<file path="src/rtl/stream_eot_fifo.sv">
// rtl/stream_eot_fifo.sv - first-word-fall-through FIFO with end-of-transfer length tracking
//
// Purpose: buffers a producer stream whose MSB is a close (end-of-transfer) flag,
// presents the head token FWFT-style, and reports the data-token count of each
// completed transfer when its close token is read out.
//
// Ports:
//   ap_clk      clock, rising edge
//   ap_rst      synchronous active-high reset
//   if_din      write token from producer
//   if_full_n   high when an entry is free
//   if_write    producer write strobe
//   if_dout     head token, valid when if_empty_n=1
//   if_empty_n  high when at least one token is stored
//   if_read     consumer read strobe
//   occupancy   current entry count
//   eot_pulse   one-cycle pulse after a close token is read
//   last_len    data-token count of the most recently completed transfer
module stream_eot_fifo #(
    parameter int DATA_WIDTH = 33,
    parameter int DEPTH      = 4,
    parameter int CNT_WIDTH  = 32
) (
    input  logic                       ap_clk,
    input  logic                       ap_rst,
    input  logic [DATA_WIDTH-1:0]      if_din,
    output logic                       if_full_n,
    input  logic                       if_write,
    output logic [DATA_WIDTH-1:0]      if_dout,
    output logic                       if_empty_n,
    input  logic                       if_read,
    output logic [$clog2(DEPTH):0]     occupancy,
    output logic                       eot_pulse,
    output logic [CNT_WIDTH-1:0]       last_len
);

    localparam int AW = $clog2(DEPTH);
    localparam int OW = AW + 1;
    localparam logic [OW-1:0] DEPTH_C = OW'(DEPTH);
    localparam logic [CNT_WIDTH-1:0] CNT_MAX = {CNT_WIDTH{1'b1}};

    logic [DATA_WIDTH-1:0] mem_q [DEPTH];
    logic [AW-1:0]         rd_ptr_q, rd_ptr_d;
    logic [AW-1:0]         wr_ptr_q, wr_ptr_d;
    logic [OW-1:0]         count_q, count_d;
    logic                  full_n_q, full_n_d;
    logic                  empty_n_q, empty_n_d;
    logic [CNT_WIDTH-1:0]  token_cnt_q, token_cnt_d;
    logic [CNT_WIDTH-1:0]  last_len_q, last_len_d;
    logic                  eot_q, eot_d;

    logic                  wr_en;
    logic                  rd_en;
    logic [DATA_WIDTH-1:0] head;
    logic                  head_close;

    // Handshake acceptance uses only the registered flags, so the producer and
    // consumer never see a combinational path through the other side.
    assign wr_en      = if_write && full_n_q;
    assign rd_en      = if_read && empty_n_q;
    assign head       = mem_q[rd_ptr_q];
    assign head_close = head[DATA_WIDTH-1];

    always_comb begin
        count_d     = count_q;
        rd_ptr_d    = rd_ptr_q;
        wr_ptr_d    = wr_ptr_q;
        token_cnt_d = token_cnt_q;
        last_len_d  = last_len_q;
        eot_d       = 1'b0;

        if (wr_en) begin
            wr_ptr_d = wr_ptr_q + 1'b1;
        end
        if (rd_en) begin
            rd_ptr_d = rd_ptr_q + 1'b1;
        end

        unique case ({wr_en, rd_en})
            2'b10:   count_d = count_q + 1'b1;
            2'b01:   count_d = count_q - 1'b1;
            default: count_d = count_q;
        endcase

        if (rd_en) begin
            if (head_close) begin
                last_len_d  = token_cnt_q;
                token_cnt_d = '0;
                eot_d       = 1'b1;
            end else if (token_cnt_q != CNT_MAX) begin
                token_cnt_d = token_cnt_q + 1'b1;
            end
        end

        // Flags are registered copies of the next count, so they track count
        // exactly one edge later with no same-cycle dependence on the strobes.
        full_n_d  = (count_d != DEPTH_C);
        empty_n_d = (count_d != '0);
    end

    always_ff @(posedge ap_clk) begin
        if (ap_rst) begin
            for (int i = 0; i < DEPTH; i++) begin
                mem_q[i] <= '0;
            end
            rd_ptr_q    <= '0;
            wr_ptr_q    <= '0;
            count_q     <= '0;
            full_n_q    <= 1'b1;
            empty_n_q   <= 1'b0;
            token_cnt_q <= '0;
            last_len_q  <= '0;
            eot_q       <= 1'b0;
        end else begin
            if (wr_en) begin
                mem_q[wr_ptr_q] <= if_din;
            end
            rd_ptr_q    <= rd_ptr_d;
            wr_ptr_q    <= wr_ptr_d;
            count_q     <= count_d;
            full_n_q    <= full_n_d;
            empty_n_q   <= empty_n_d;
            token_cnt_q <= token_cnt_d;
            last_len_q  <= last_len_d;
            eot_q       <= eot_d;
        end
    end

    assign if_full_n  = full_n_q;
    assign if_empty_n = empty_n_q;
    assign if_dout    = head;
    assign occupancy  = count_q;
    assign eot_pulse  = eot_q;
    assign last_len   = last_len_q;

endmodule

</file>
<file path="config.mk">
export PLATFORM = sky130hd
export DESIGN_NAME = stream_eot_fifo
export DESIGN_NICKNAME = d
export VERILOG_FILES = /design/src/rtl/stream_eot_fifo.sv
export SDC_FILE = /design/constraint.sdc
export NUM_CORES = 1
export LEC_CHECK = 0
export BUFFER_PORTS_ARGS = -buffer_cell sky130_fd_sc_hd__buf_4
export CAP_MARGIN = 20
export CELL_PAD_IN_SITES_DETAIL_PLACEMENT = 1
export CELL_PAD_IN_SITES_GLOBAL_PLACEMENT = 1
export CORE_MARGIN = 2
export CORE_UTILIZATION = 46
export DETAILED_ROUTE_END_ITERATION = 8
export HOLD_SLACK_MARGIN = 0.1
export PLACE_DENSITY = 0.9
export SETUP_SLACK_MARGIN = 0.4
export SKIP_LAST_GASP = 1
export SYNTH_ARGS = -nofsm -noshare
export SYNTH_HDL_FRONTEND = slang
export SYNTH_SLANG_ARGS = --single-unit
</file>
<file path="constraint.sdc">
create_clock -name ap_clk -period 4.6 [get_ports ap_clk]
set_input_delay 0.92 -clock ap_clk [delete_from_list [all_inputs] [get_ports ap_clk]]
set_output_delay 0.92 -clock ap_clk [all_outputs]
set_load 0.02 [all_outputs]
</file>
==> impl_metrics.yaml <==
sta:
  layout_min_cycle_time_ns: 3.46
  rsz0062_at_grt: "no"
  hold_viol_final: 0
  slew_headroom: 0.344
  worst_pin_slew_ns: 0.981
  setup_tns_ns: 0
  fin_ws_ns: 1.14
  period_share: 0.753
  fmax_mhz: 289
  skew_ns: 0.00991
  setup_viol: 0
  final_max_slew_viol_count: 0
  hold-worst-slack_ns: 0.458
floorplan:
  die_y_um: 144
  num_rows: 51
  ioPinCount: 108
  core_um2: 19400
  fp.dieW_um: 144
  initial_core_util: 0.467
  dieArea_um2: 20800
pwr:
  fin_total_pwr_mw: 4.77
  leakage_nw: 4.11
  pwr_density_cell_nw_per_um2: 440
  peakVddDrop_mv: 0.271
critical_path:
  cp-end-kind: "primary output"
  cp.arrival_ns: 2.54
  cpMostUsedCell: "buf_4"
  crit_chain: "buf_4 -> mux4_2 -> buf_4"
  cpMaxStageDelayCell: "dfxtp_2"
  crit_path_start_kind: "flop"
  crit_fanout: 17
  cpPeakStageDelay_ns: 0.79
  worstSetupPathType: "flop to primary output"
  required_ns: 3.68
clocking:
  htree_levels: 1
  clk_pin_slew_ns: 0.06
  clock_latency_ns: 0.52
  ctsResizeCount: 0
  post-cts-setup-buffers: 0
  root_buffer: "clkbuf_16"
  cts_buffers: 23
  tritoncts: "done"
  clock_sinks: 208
  cts_hold_buf: 0
  clockBufferDepth: 3
global_route:
  grt.total_usage: 0.249
  grt_pass1_vias: 7131
  grt_pass1_wl_um: 40000
  grt.overflow.total: 0
  grt_max_degree: 78
  antenna_found_initial: 0
cells_and_area:
  final_cells: 1182
  n_antenna_cell: 0
  drive_above_1_share: 0.220
  nets: 940
  fillers: 2073
  syn2layout_area_growth_pct: 19.6
placement:
  detailed_place_hpwl_um: 16800
  dp_cells: 1140
  gp_congestion: 0.886
  portBuffers: 107
  preCtsSetupSlack_ns: 1.37
synth:
  synth_top_family_by_area: "simple AND/OR/NAND/NOR gates"
  netlist_area_um2: 9050
  synthXorXnorAreaFrac: 0.00677
  synth_compound_area_frac: 0.0752
  synth_mux_area_frac: 0.0864
  yosys.area_share.adder: 0.00498
  yosys_warnings: 0
  synth.net_count: 844
  synth_edf_count: 132
  ys_async_sr_fraction: 0
  yosys.area_share.simple: 0.179
  synth_top_flop_cell: "edfxtp_1"
  synth_cell_type_count: 58
  seq_area_frac_synth: 0.606
  synth_cells: 804
  ys_ff_latch: 208
  syn_avg_cell_area_um2: 11.3
hold_path:
  hp-class: "flop to flop"
drt:
  route.detailed.drc: 0
  drtPass1Iterations: 4
  ant_nets: 0
  vias: 6740
  routedWlPerCell_um: 21.8
  vias_per_cell: 5.70
  drt_iter0_drc: 399
  drt_wl_total_um: 25700
run_status:
  status: "complete, no violations"
job:
  maxCapViolations: 0
## cell usage in the layout, fill, tap and decap left out, drive strengths merged, types with 31 or more instances in the layout
master    n
dfxtp    76
a21oi    44
clkbuf   31
nand2   128
buf     124
inv      42
and2     36
edfxtp  132
nor2     94
mux4     32
## power by group
part / internal, mW / switching, mW / leakage [nW] / total (mW)
clock: 0.959 / 0.751 / 0.334 / 1.71
combinational: 0.336 / 0.511 / 1.79 / 0.847
sequential: 2.12 / 0.0892 / 1.99 / 2.21
## final timing paths
path                              startpoint              end  slack (ns)  cells after the start
worst max-delay path                    flop      if_dout[12]        1.14                      3
worst min-delay path            last_len[23]     last_len[23]        0.46                      2
worst max register to register          flop  token_cnt_q[15]        1.70                      5
worst min register to register  last_len[23]     last_len[23]        0.46                      2
## flip-flops by register name, indices dropped and copies added, names as in the netlist, named ones only
name	count
wr_ptr_q	2
rd_ptr_q	2
occupancy	3
if_empty_n	1
if_full_n	1
mem_q	132
eot_pulse	1
last_len	32
token_cnt_q	32
## through the flow
stage               cell area, um^2  utilization
floorplan                      9050            -
global placement              10100        0.523
detailed placement            10100        0.523
CTS                           10800        0.558
global route                  10800        0.558
finish                        10800        0.558
## logic make-up after synthesis
| group | after synthesis |
|---|---|
| simple gates | 347 |
| flops | 208 |
| compound gates | 107 |
| buf+inv | 94 |
| mux | 38 |
| xor+xnor | 7 |
| fa+ha+maj | 3 |
## synthesized netlist by cell type (all sizes together) (2+ instances only)
cell    instances  area, um^2
a32oi           2        17.5
o31ai           2        15.0
nor2           94         353
nand2b          2        12.5
o21ai          15        75.1
mux2i           5        50.1
nor2b           2        12.5
a31oi          11        68.8
o22ai           2        12.5
o311ai          3        26.3
a21oi          44         220
ha              2        25.0
edfxtp        132        3960
o21a            2        15.0
inv            40         150
xnor2           4        35.0
a41oi           5        43.8
a311oi          9        78.8
o31a            2        17.5
o41ai           2        17.5
and2           36         225
buf            15        78.8
nand2         128         480
clkbuf         38         143
nor4            5        37.5
nor3           18        95.1
nand3          18         100
nand4          19         125
or4             3        26.3
mux4           32         721
and3            8        50.1
and4            3        26.3
xor2            3        26.3
dfxtp          76        1520
or3             7        43.8
## per-layer routing
| metal | part of all wire | wire (um) | vias up | track usage |
|---|---|---|---|---|
| met5 | 0 | 0 | - | 0 |
| met4 | 0.030 | 771 | 0 | 0.0751 |
| met3 | 0.053 | 1370 | 56 | 0.0354 |
| met2 | 0.52 | 13300 | 225 | 0.455 |
| met1 | 0.40 | 10200 | 3370 | 0.307 |
| li1 | - | - | 3089 | - |
## final cells by class
class / count / area [um^2] / area share
clock buffers: 31 / 626 / 0.0578
flip-flops and latches: 208 / 5490 / 0.507
inverters: 41 / 154 / 0.0142
well taps: 265 / 332 / 0.0306
repair buffers: 124 / 931 / 0.0860
clock inverters: 11 / 65.1 / 0.00601
multi-input cells: 502 / 3230 / 0.299
## worst max-delay path: cells and delay by family, from the launching register on
family / cells / cell delay [ns]
buf+inv: 2 / 0.65
flops: 1 / 0.79
mux: 1 / 0.58
(Power assumes the default switching activity.)
